File: config.mk
export PLATFORM = sky130hd
export DESIGN_NAME = axi_mm_to_axis_burst_flat
export DESIGN_NICKNAME = d
export VERILOG_FILES = /design/src/rtl/axi_mm_to_axis_burst_if.sv /design/src/rtl/axi_mm_to_axis_burst.sv /design/src/flat_wrapper.sv
export SDC_FILE = /design/constraint.sdc
export NUM_CORES = 2
export LEC_CHECK = 0
export ABC_AREA = 0
export CAP_MARGIN = 20
export CORE_UTILIZATION = 30
export CTS_BUF_LIST = sky130_fd_sc_hd__clkbuf_8
export DETAILED_ROUTE_END_ITERATION = 10
export SYNTH_ARGS = -nofsm -noshare
export SYNTH_HDL_FRONTEND = slang
export SYNTH_SLANG_ARGS = --single-unit
export TNS_END_PERCENT = 20
File: constraint.sdc
create_clock -name ACLK -period 8 [get_ports ACLK]
set_clock_uncertainty 0.1 [all_clocks]
set_input_delay 1.6 -clock ACLK [delete_from_list [all_inputs] [get_ports ACLK]]
set_output_delay 1.6 -clock ACLK [all_outputs]
set_load 0.05 [all_outputs]
File: src/rtl/axi_mm_to_axis_burst_if.sv
// rtl/axi_mm_to_axis_burst_if.sv - AXI4 read-address/read-data and AXI-Stream bundle for the burst reader
//
// master modport: the burst reader side (drives AR, RREADY and the stream).
// slave modport : the memory/stream sink side.
// Signals: m_axi_ar{addr,len,size,burst,prot,valid,ready}, m_axi_r{data,resp,last,valid,ready},
//          m_axis_t{data,last,valid,ready}.

interface axi_mm_to_axis_burst_if #(
  parameter int AXI_DATA_WIDTH = 32,
  parameter int AXI_ADDR_WIDTH = 32
);
  logic [AXI_ADDR_WIDTH-1:0] m_axi_araddr;
  logic [7:0]                m_axi_arlen;
  logic [2:0]                m_axi_arsize;
  logic [1:0]                m_axi_arburst;
  logic [2:0]                m_axi_arprot;
  logic                      m_axi_arvalid;
  logic                      m_axi_arready;
  logic [AXI_DATA_WIDTH-1:0] m_axi_rdata;
  logic [1:0]                m_axi_rresp;
  logic                      m_axi_rlast;
  logic                      m_axi_rvalid;
  logic                      m_axi_rready;
  logic [AXI_DATA_WIDTH-1:0] m_axis_tdata;
  logic                      m_axis_tlast;
  logic                      m_axis_tvalid;
  logic                      m_axis_tready;

  modport master (
    output m_axi_araddr, m_axi_arlen, m_axi_arsize, m_axi_arburst, m_axi_arprot, m_axi_arvalid,
    input  m_axi_arready,
    input  m_axi_rdata, m_axi_rresp, m_axi_rlast, m_axi_rvalid,
    output m_axi_rready,
    output m_axis_tdata, m_axis_tlast, m_axis_tvalid,
    input  m_axis_tready
  );

  modport slave (
    input  m_axi_araddr, m_axi_arlen, m_axi_arsize, m_axi_arburst, m_axi_arprot, m_axi_arvalid,
    output m_axi_arready,
    output m_axi_rdata, m_axi_rresp, m_axi_rlast, m_axi_rvalid,
    input  m_axi_rready,
    input  m_axis_tdata, m_axis_tlast, m_axis_tvalid,
    output m_axis_tready
  );
endinterface

File: src/rtl/axi_mm_to_axis_burst.sv
// rtl/axi_mm_to_axis_burst.sv - AXI4 burst reader streaming a contiguous block as one AXI-Stream packet
//
// Ports: ACLK/ARESETn (async active-low), BASE_ADDR/XFER_BEATS/START request, BUSY/DONE/ERROR status,
//        bus (axi_mm_to_axis_burst_if.master): AR and R channels plus the output stream.
// Optional macro AXI_MM2S_RRESP_CHECK_EN: non-OKAY rresp sets sticky ERROR and truncates the packet
// after the current burst. Without it rresp is ignored and ERROR stays 0.

module axi_mm_to_axis_burst #(
  parameter int AXI_DATA_WIDTH = 32,
  parameter int AXI_ADDR_WIDTH = 32,
  parameter int MAX_BURST_LEN  = 16,
  parameter int FIFO_DEPTH     = 32
) (
  input  logic                      ACLK,
  input  logic                      ARESETn,
  input  logic [AXI_ADDR_WIDTH-1:0] BASE_ADDR,
  input  logic [31:0]               XFER_BEATS,
  input  logic                      START,
  output logic                      BUSY,
  output logic                      DONE,
  output logic                      ERROR,
  axi_mm_to_axis_burst_if.master    bus
);
  localparam int BYTES  = AXI_DATA_WIDTH / 8;
  localparam int BSHIFT = $clog2(BYTES);
  localparam int AW     = $clog2(FIFO_DEPTH);

  typedef enum logic [2:0] {S_IDLE, S_CALC, S_ADDR, S_DATA, S_DRAIN, S_FINISH} state_t;
  state_t state, state_nxt;

  logic [AXI_ADDR_WIDTH-1:0] addr_q, araddr_q;
  logic [31:0]               remaining_q, total_q, out_cnt_q;
  logic [8:0]                burst_q, beat_cnt_q;
  logic [7:0]                arlen_q;
  logic                      err_q;
  logic [AW:0]               wr_ptr, rd_ptr, count;
  logic [AXI_DATA_WIDTH-1:0] mem [FIFO_DEPTH];

  logic [12:0] room_bytes, room_beats;
  logic [31:0] burst_c, free_c;
  logic        space_ok, ar_hs, wr_en, rd_en, last_beat, beat_err, drain_done, trunc_last;

  assign count = wr_ptr - rd_ptr;
  assign ar_hs = bus.m_axi_arvalid & bus.m_axi_arready;
  assign wr_en = bus.m_axi_rvalid & bus.m_axi_rready;
  assign rd_en = bus.m_axis_tvalid & bus.m_axis_tready;
  assign last_beat = wr_en && (beat_cnt_q == burst_q - 9'd1);

`ifdef AXI_MM2S_RRESP_CHECK_EN
  assign beat_err = wr_en && (bus.m_axi_rresp != 2'b00);
`else
  assign beat_err = 1'b0;
`endif

  // Burst size: limited by what is left, the AXI max, and the distance to the next 4 KB page.
  // Only one burst is ever outstanding, so nothing is reserved while in CALC and the plain
  // free count is the space available for the next burst.
  always_comb begin
    room_bytes = 13'd4096 - {1'b0, addr_q[11:0]};
    room_beats = room_bytes >> BSHIFT;
    burst_c    = remaining_q;
    if (burst_c > 32'(MAX_BURST_LEN)) burst_c = 32'(MAX_BURST_LEN);
    if (burst_c > {19'd0, room_beats}) burst_c = {19'd0, room_beats};
    free_c     = 32'(FIFO_DEPTH) - 32'(count);
    space_ok   = free_c >= burst_c;
  end

  // The tlast pop leaves DRAIN in the same edge, so DONE follows the handshake by one cycle.
  assign drain_done = (count == '0) || ((count == (AW+1)'(1)) && rd_en);

  always_ff @(posedge ACLK or negedge ARESETn) begin
    if (!ARESETn) state <= S_IDLE;
    else          state <= state_nxt;
  end

  always_comb begin
    state_nxt = state;
    case (state)
      S_IDLE:   if (START) state_nxt = (XFER_BEATS == 32'd0) ? S_FINISH : S_CALC;
      S_CALC:   if (space_ok) state_nxt = S_ADDR;
      S_ADDR:   if (ar_hs) state_nxt = S_DATA;
      S_DATA:   if (last_beat) state_nxt = (remaining_q == 32'd0 || err_q || beat_err) ? S_DRAIN : S_CALC;
      S_DRAIN:  if (drain_done) state_nxt = S_FINISH;
      S_FINISH: state_nxt = S_IDLE;
      default:  state_nxt = S_IDLE;
    endcase
  end

  always_comb begin
    BUSY              = (state != S_IDLE);
    DONE              = (state == S_FINISH);
    bus.m_axi_arvalid = (state == S_ADDR);
    bus.m_axi_rready  = (state == S_DATA);
  end

  always_ff @(posedge ACLK or negedge ARESETn) begin
    if (!ARESETn) begin
      addr_q      <= '0;
      araddr_q    <= '0;
      arlen_q     <= '0;
      remaining_q <= '0;
      total_q     <= '0;
      out_cnt_q   <= '0;
      burst_q     <= '0;
      beat_cnt_q  <= '0;
      err_q       <= 1'b0;
      wr_ptr      <= '0;
      rd_ptr      <= '0;
    end else begin
      if (state == S_IDLE && START) begin
        addr_q      <= BASE_ADDR & ~AXI_ADDR_WIDTH'(BYTES - 1);
        remaining_q <= XFER_BEATS;
        total_q     <= XFER_BEATS;
        out_cnt_q   <= '0;
        err_q       <= 1'b0;
      end
      if (state == S_CALC && space_ok) begin
        araddr_q <= addr_q;
        arlen_q  <= burst_c[7:0] - 8'd1;
        burst_q  <= burst_c[8:0];
      end
      if (ar_hs) begin
        addr_q      <= addr_q + (AXI_ADDR_WIDTH'(burst_q) << BSHIFT);
        remaining_q <= remaining_q - 32'(burst_q);
        beat_cnt_q  <= '0;
      end
      if (wr_en) begin
        beat_cnt_q <= beat_cnt_q + 9'd1;
        wr_ptr     <= wr_ptr + 1'b1;
      end
      if (rd_en) begin
        rd_ptr    <= rd_ptr + 1'b1;
        out_cnt_q <= out_cnt_q + 32'd1;
      end
      if (beat_err) err_q <= 1'b1;
    end
  end

  always_ff @(posedge ACLK) begin
    if (wr_en) mem[wr_ptr[AW-1:0]] <= bus.m_axi_rdata;
  end

  // After an error the packet ends on whatever is left once the last burst has landed.
  assign trunc_last = err_q && (state == S_DRAIN) && (count == (AW+1)'(1));

  assign bus.m_axi_araddr  = araddr_q;
  assign bus.m_axi_arlen   = arlen_q;
  assign bus.m_axi_arsize  = 3'(BSHIFT);
  assign bus.m_axi_arburst = 2'b01;
  assign bus.m_axi_arprot  = 3'b000;
  assign bus.m_axis_tvalid = (count != '0);
  assign bus.m_axis_tdata  = bus.m_axis_tvalid ? mem[rd_ptr[AW-1:0]] : '0;
  assign bus.m_axis_tlast  = bus.m_axis_tvalid && ((out_cnt_q == total_q - 32'd1) || trunc_last);
  assign ERROR             = err_q;

  logic unused_sink;
  assign unused_sink = &{1'b0, bus.m_axi_rlast, bus.m_axi_rresp, burst_c[31:9]};
endmodule

File: src/flat_wrapper.sv
// flat-port wrapper written by rule: the top's interface ports become plain ports
module axi_mm_to_axis_burst_flat 
#(
  parameter int AXI_DATA_WIDTH = 32,
  parameter int AXI_ADDR_WIDTH = 32,
  parameter int MAX_BURST_LEN  = 16,
  parameter int FIFO_DEPTH     = 32
)
  (ACLK, ARESETn, BASE_ADDR, XFER_BEATS, START, BUSY, DONE, ERROR, bus_m_axi_araddr, bus_m_axi_arlen, bus_m_axi_arsize, bus_m_axi_arburst, bus_m_axi_arprot, bus_m_axi_arvalid, bus_m_axi_arready, bus_m_axi_rdata, bus_m_axi_rresp, bus_m_axi_rlast, bus_m_axi_rvalid, bus_m_axi_rready, bus_m_axis_tdata, bus_m_axis_tlast, bus_m_axis_tvalid, bus_m_axis_tready);
  axi_mm_to_axis_burst_if #(.AXI_DATA_WIDTH(AXI_DATA_WIDTH), .AXI_ADDR_WIDTH(AXI_ADDR_WIDTH)) bus_i ();
  input  logic ACLK;
  input  logic ARESETn;
  input  logic [AXI_ADDR_WIDTH-1:0] BASE_ADDR;
  input  logic [31:0] XFER_BEATS;
  input  logic START;
  output logic BUSY;
  output logic DONE;
  output logic ERROR;
  output wire logic [$bits(bus_i.m_axi_araddr)-1:0] bus_m_axi_araddr;
  output wire logic [$bits(bus_i.m_axi_arlen)-1:0] bus_m_axi_arlen;
  output wire logic [$bits(bus_i.m_axi_arsize)-1:0] bus_m_axi_arsize;
  output wire logic [$bits(bus_i.m_axi_arburst)-1:0] bus_m_axi_arburst;
  output wire logic [$bits(bus_i.m_axi_arprot)-1:0] bus_m_axi_arprot;
  output wire logic [$bits(bus_i.m_axi_arvalid)-1:0] bus_m_axi_arvalid;
  input wire logic [$bits(bus_i.m_axi_arready)-1:0] bus_m_axi_arready;
  input wire logic [$bits(bus_i.m_axi_rdata)-1:0] bus_m_axi_rdata;
  input wire logic [$bits(bus_i.m_axi_rresp)-1:0] bus_m_axi_rresp;
  input wire logic [$bits(bus_i.m_axi_rlast)-1:0] bus_m_axi_rlast;
  input wire logic [$bits(bus_i.m_axi_rvalid)-1:0] bus_m_axi_rvalid;
  output wire logic [$bits(bus_i.m_axi_rready)-1:0] bus_m_axi_rready;
  output wire logic [$bits(bus_i.m_axis_tdata)-1:0] bus_m_axis_tdata;
  output wire logic [$bits(bus_i.m_axis_tlast)-1:0] bus_m_axis_tlast;
  output wire logic [$bits(bus_i.m_axis_tvalid)-1:0] bus_m_axis_tvalid;
  input wire logic [$bits(bus_i.m_axis_tready)-1:0] bus_m_axis_tready;
  assign bus_m_axi_araddr = bus_i.m_axi_araddr;
  assign bus_m_axi_arlen = bus_i.m_axi_arlen;
  assign bus_m_axi_arsize = bus_i.m_axi_arsize;
  assign bus_m_axi_arburst = bus_i.m_axi_arburst;
  assign bus_m_axi_arprot = bus_i.m_axi_arprot;
  assign bus_m_axi_arvalid = bus_i.m_axi_arvalid;
  assign bus_i.m_axi_arready = bus_m_axi_arready;
  assign bus_i.m_axi_rdata = bus_m_axi_rdata;
  assign bus_i.m_axi_rresp = bus_m_axi_rresp;
  assign bus_i.m_axi_rlast = bus_m_axi_rlast;
  assign bus_i.m_axi_rvalid = bus_m_axi_rvalid;
  assign bus_m_axi_rready = bus_i.m_axi_rready;
  assign bus_m_axis_tdata = bus_i.m_axis_tdata;
  assign bus_m_axis_tlast = bus_i.m_axis_tlast;
  assign bus_m_axis_tvalid = bus_i.m_axis_tvalid;
  assign bus_i.m_axis_tready = bus_m_axis_tready;
  axi_mm_to_axis_burst #(.AXI_DATA_WIDTH(AXI_DATA_WIDTH), .AXI_ADDR_WIDTH(AXI_ADDR_WIDTH), .MAX_BURST_LEN(MAX_BURST_LEN), .FIFO_DEPTH(FIFO_DEPTH)) u_core (.ACLK(ACLK), .ARESETn(ARESETn), .BASE_ADDR(BASE_ADDR), .XFER_BEATS(XFER_BEATS), .START(START), .BUSY(BUSY), .DONE(DONE), .ERROR(ERROR), .bus(bus_i));
endmodule
==> key figures <==
GRT
  – Initial antenna violation count: 15
  – GRT Residual Overflow: 0
  – Vias in the first global route: 29400
  – GRT Total Usage: 15.4%
  – Largest net degree at the start of global routing: 141
  – First-pass GRT wire length: 198000 um

STA
  – Final setup TNS: 0 ns
  – Worst slew pin tran: 1.14 ns
  – Fin crit period: 7.05 ns
  – Final setup vio count: 0
  – Final period utilization: 88.1%
  – Max Fclk: 0.142 GHz
  – Final hold viol count: 0
  – Slew HR: 23.9%
  – RSZ-0062 raised after global routing: false
  – Fin. max-slew vios: 0

Flow run
  – Max cap viols: 0

Setup path
  – Most repeated library cell on the critical path: a21oi_1
  – Reg-to-reg slack, setup: 1.34 ns
  – Critical Path RT: 6.30 ns
  – Slowest cell on the critical path: clkdlybuf4s50_1
  – CP Launch Type: flop
  – Worst endpoint data arrival time: 5.35 ns
  – Reg2reg end: u_core.bus.m_axi_araddr[4]$_DFFE_PN0P_
  – CP max FO: 28
  – CP Class: flop to output pin
  – Critical Path End Type: output pin
  – CP max stage delay: 0.92 ns
  – Launching point of the worst reg2reg path: u_core.remaining_q[20]$_DFFE_PN0P_
  – Cell Chain, Critical Path: inv_1 -> ha_1 -> nor2b_1 -> o31a_1 -> a21oi_1 -> nor3_1 -> and2_2 -> buf_4 -> a21oi_1 -> clkdlybuf4s50_1
  – FF-to-FF path depth: 20

Clock network
  – TritonCTS clock tree: done
  – Clock sink count: 1221
  – Clock latency on the worst-skew pair: 0.89 ns
  – Clock tree buffer depth: 3
  – Total CTS buffers: 187
  – H-tree levels: 4
  – CTS Hold Bufs: 0
  – CTS root buffer: clkbuf_8
  – # Post-CTS Setup Buffers: 0
  – Clock Pin Slew Worst Setup and Hold Paths: 0.06 ns
  – Post_cts resized: 0

Floorplan
  – Core area: 172000 um^2
  – Die width: 417 um
  – FP Rows: 152
  – Die ar.: 174000 um^2
  – Die outline height: 417 um
  – Io pins: 192
  – Initial Utilization: 30.2%

Yosys
  – Post-synth ARST share: 16.1%
  – Synth top area share: 59.4%
  – Largest cells by area after synthesis: edfxtp_1, mux4_2, dfrtp_1
  – Post-synth top area cell: edfxtp_1
  – Mean Syn Cell Area: 17.1 um^2
  – Number of flops mapped to enable cells by yosys: 1024
  – Most frequently used flop master after synthesis: edfxtp_1
  – Seq/Total Area, Yosys: 68.9%
  – Mapped Cells: 3024
  – Cell variety after synth: 81
  – YS warnings: 0
  – Register bit total from synthesis: 1221
  – Cell area after synthesis: 51800 um^2

Layout
  – Layout cells sized above 1: 19.6%
  – Footprint of the multi-input gates: 15700 um^2
  – Area grow syn2layout: 16.4%
  – Util after Layout: 35.1%
  – Nets: 3525
  – # fillers: 16300
  – FF+latch area: 35700 um^2

Placed design
  – Final HPWL DP: 78800 um
  – Routability cong.: 0.817
  – PortBufs: 175

Drt
  – 1st-iter DRT viols: 2660
  – Routed WL: 135000 um
  – DR vias: 29300
  – DR vias/cell: 5.06
  – Router iterations before antenna repair: 8
  – Final ANT Viol Nets: 0
  – Wire per inst: 23.3 um
  – DRC: 0

Worst hold path
  – Hold EP: u_core.bus.m_axi_araddr[28]$_DFFE_PN0P_
  – Hold path depth: 1
  – Worst min-delay path class: flop to flop
  – Hold Crit Start: u_core.bus.m_axi_araddr[28]$_DFFE_PN0P_

Pwr
  – P_leak: 20.2 nW
  – Maximum VDD drop: 0.000444 V
  – Power Dens Cells: 359 nW/um^2

Run status
  – Outcome: finished, final reports clean
## critical path: cells and delay by family (launching register included)
| kind | cells | cell delay, ns |
|---|---|---|
| simple gates | 3 | 0.81 |
| compound gates | 3 | 1.10 |
| fa+ha+maj | 1 | 0.32 |
| buf+inv | 3 | 1.50 |
| flops | 1 | 0.72 |
## flip-flops by register name (all words and copies together), names as in the netlist
register	flops
u_core.addr_q	30
u_core.beat_cnt_q	9
u_core.burst_q	9
u_core.bus.m_axi_araddr	30
u_core.bus.m_axi_arlen	8
u_core.mem	1024
u_core.out_cnt_q	32
u_core.rd_ptr	6
u_core.remaining_q	32
u_core.state	3
u_core.total_q	32
u_core.wr_ptr	6
## cell usage in the layout, fill, tap and decap left out, drive strengths merged, types with 52 or more instances in the layout
cell type      count
dfrtp            197
buf               64
edfxtp          1024
inv              143
a21oi             75
nor2             133
clkdlybuf4s50    174
o21ai             87
xnor2             55
ha                79
clkbuf           199
nor3              55
nand3             52
mux4             320
nand2            274
## layout make-up
type                            instances  area share, %
Antenna cell                            3         0.0125
Clock buffer                          197           4.50
Clock inverter                        131           1.13
Inverter                               58          0.370
Multi-Input combinational cell       1630           26.0
Sequential cell                      1221           59.2
Tap cell                             2310           4.80
Timing Repair Buffer                  240           3.97
## synthesized netlist by cell type (all sizes together) (12+ instances only)
master / n
xnor2: 55
a21oi: 75
edfxtp: 1024
a211oi: 19
or3: 12
o21a: 13
buf: 46
o21ai: 87
ha: 79
mux4: 320
nand3: 52
inv: 58
nand2: 274
dfrtp: 197
and3: 31
mux2: 37
clkbuf: 105
nand4: 25
nor4: 28
a21o: 14
o211ai: 27
nor2b: 14
o31ai: 23
mux2i: 17
xor2: 30
a31oi: 15
nor2: 133
nor3: 55
## kinds of logic after synthesis
family	count (synthesis)	share of synthesized area, %
other	2	0.0145
adders and majority gates	82	2.03
xor gates and xnor gates	85	1.44
and+or+nand+nor	692	6.36
DFF	1221	68.9
muxes	374	15.1
buffers and inverters	209	1.61
AOI/OAI and AO/OA	359	4.59
## how the worst max path moves through the flow
stage	slack, ns	from	endpoint
after CTS	0.76	u_core.rd_ptr[1]$_DFFE_PN0P_	bus_m_axis_tdata[4]
after global routing	0.66	u_core.rd_ptr[1]$_DFFE_PN0P_	bus_m_axis_tdata[4]
final	0.95	u_core.rd_ptr[1]$_DFFE_PN0P_	bus_m_axis_tdata[4]
after global placement	1.63	u_core.remaining_q[21]$_DFFE_PN0P_	u_core.bus.m_axi_araddr[4]$_DFFE_PN0P_
after floorplan	1.77	u_core.rd_ptr[1]$_DFFE_PN0P_	u_core.bus.m_axi_araddr[25]$_DFFE_PN0P_
after detailed placement	1.50	u_core.remaining_q[20]$_DFFE_PN0P_	u_core.bus.m_axi_araddr[4]$_DFFE_PN0P_
## routing by layer
metal | track usage, % | wire length, um
met4 | 5.53 | 3830
met1 | 20.6 | 56700
met2 | 24.8 | 65000
met3 | 3.24 | 9400
met5 | 0 | 7
## power by group
group          total [mW]  internal [mW]  switching (mW)
sequential           8.00           7.43           0.570
clock                4.81           2.33            2.48
combinational        8.83           3.74            5.09
total                21.6           13.5            8.14
## metrics by stage
step	instance area (um^2)	setup slack, ns	total power [mW]	hold slack [ns]	instances
final	60300	0.953	21.6	0.381	5790
after global routing	60300	0.656	22.9	0.403	5790
after CTS	60100	0.765	21.9	0.387	5782
after detailed placement	56700	1.50	17.0	0.374	5454
after global placement	56700	1.63	17.0	0.369	5452
after floorplan	51900	1.77	14.3	0.358	3060
(Power assumes the default switching activity.)
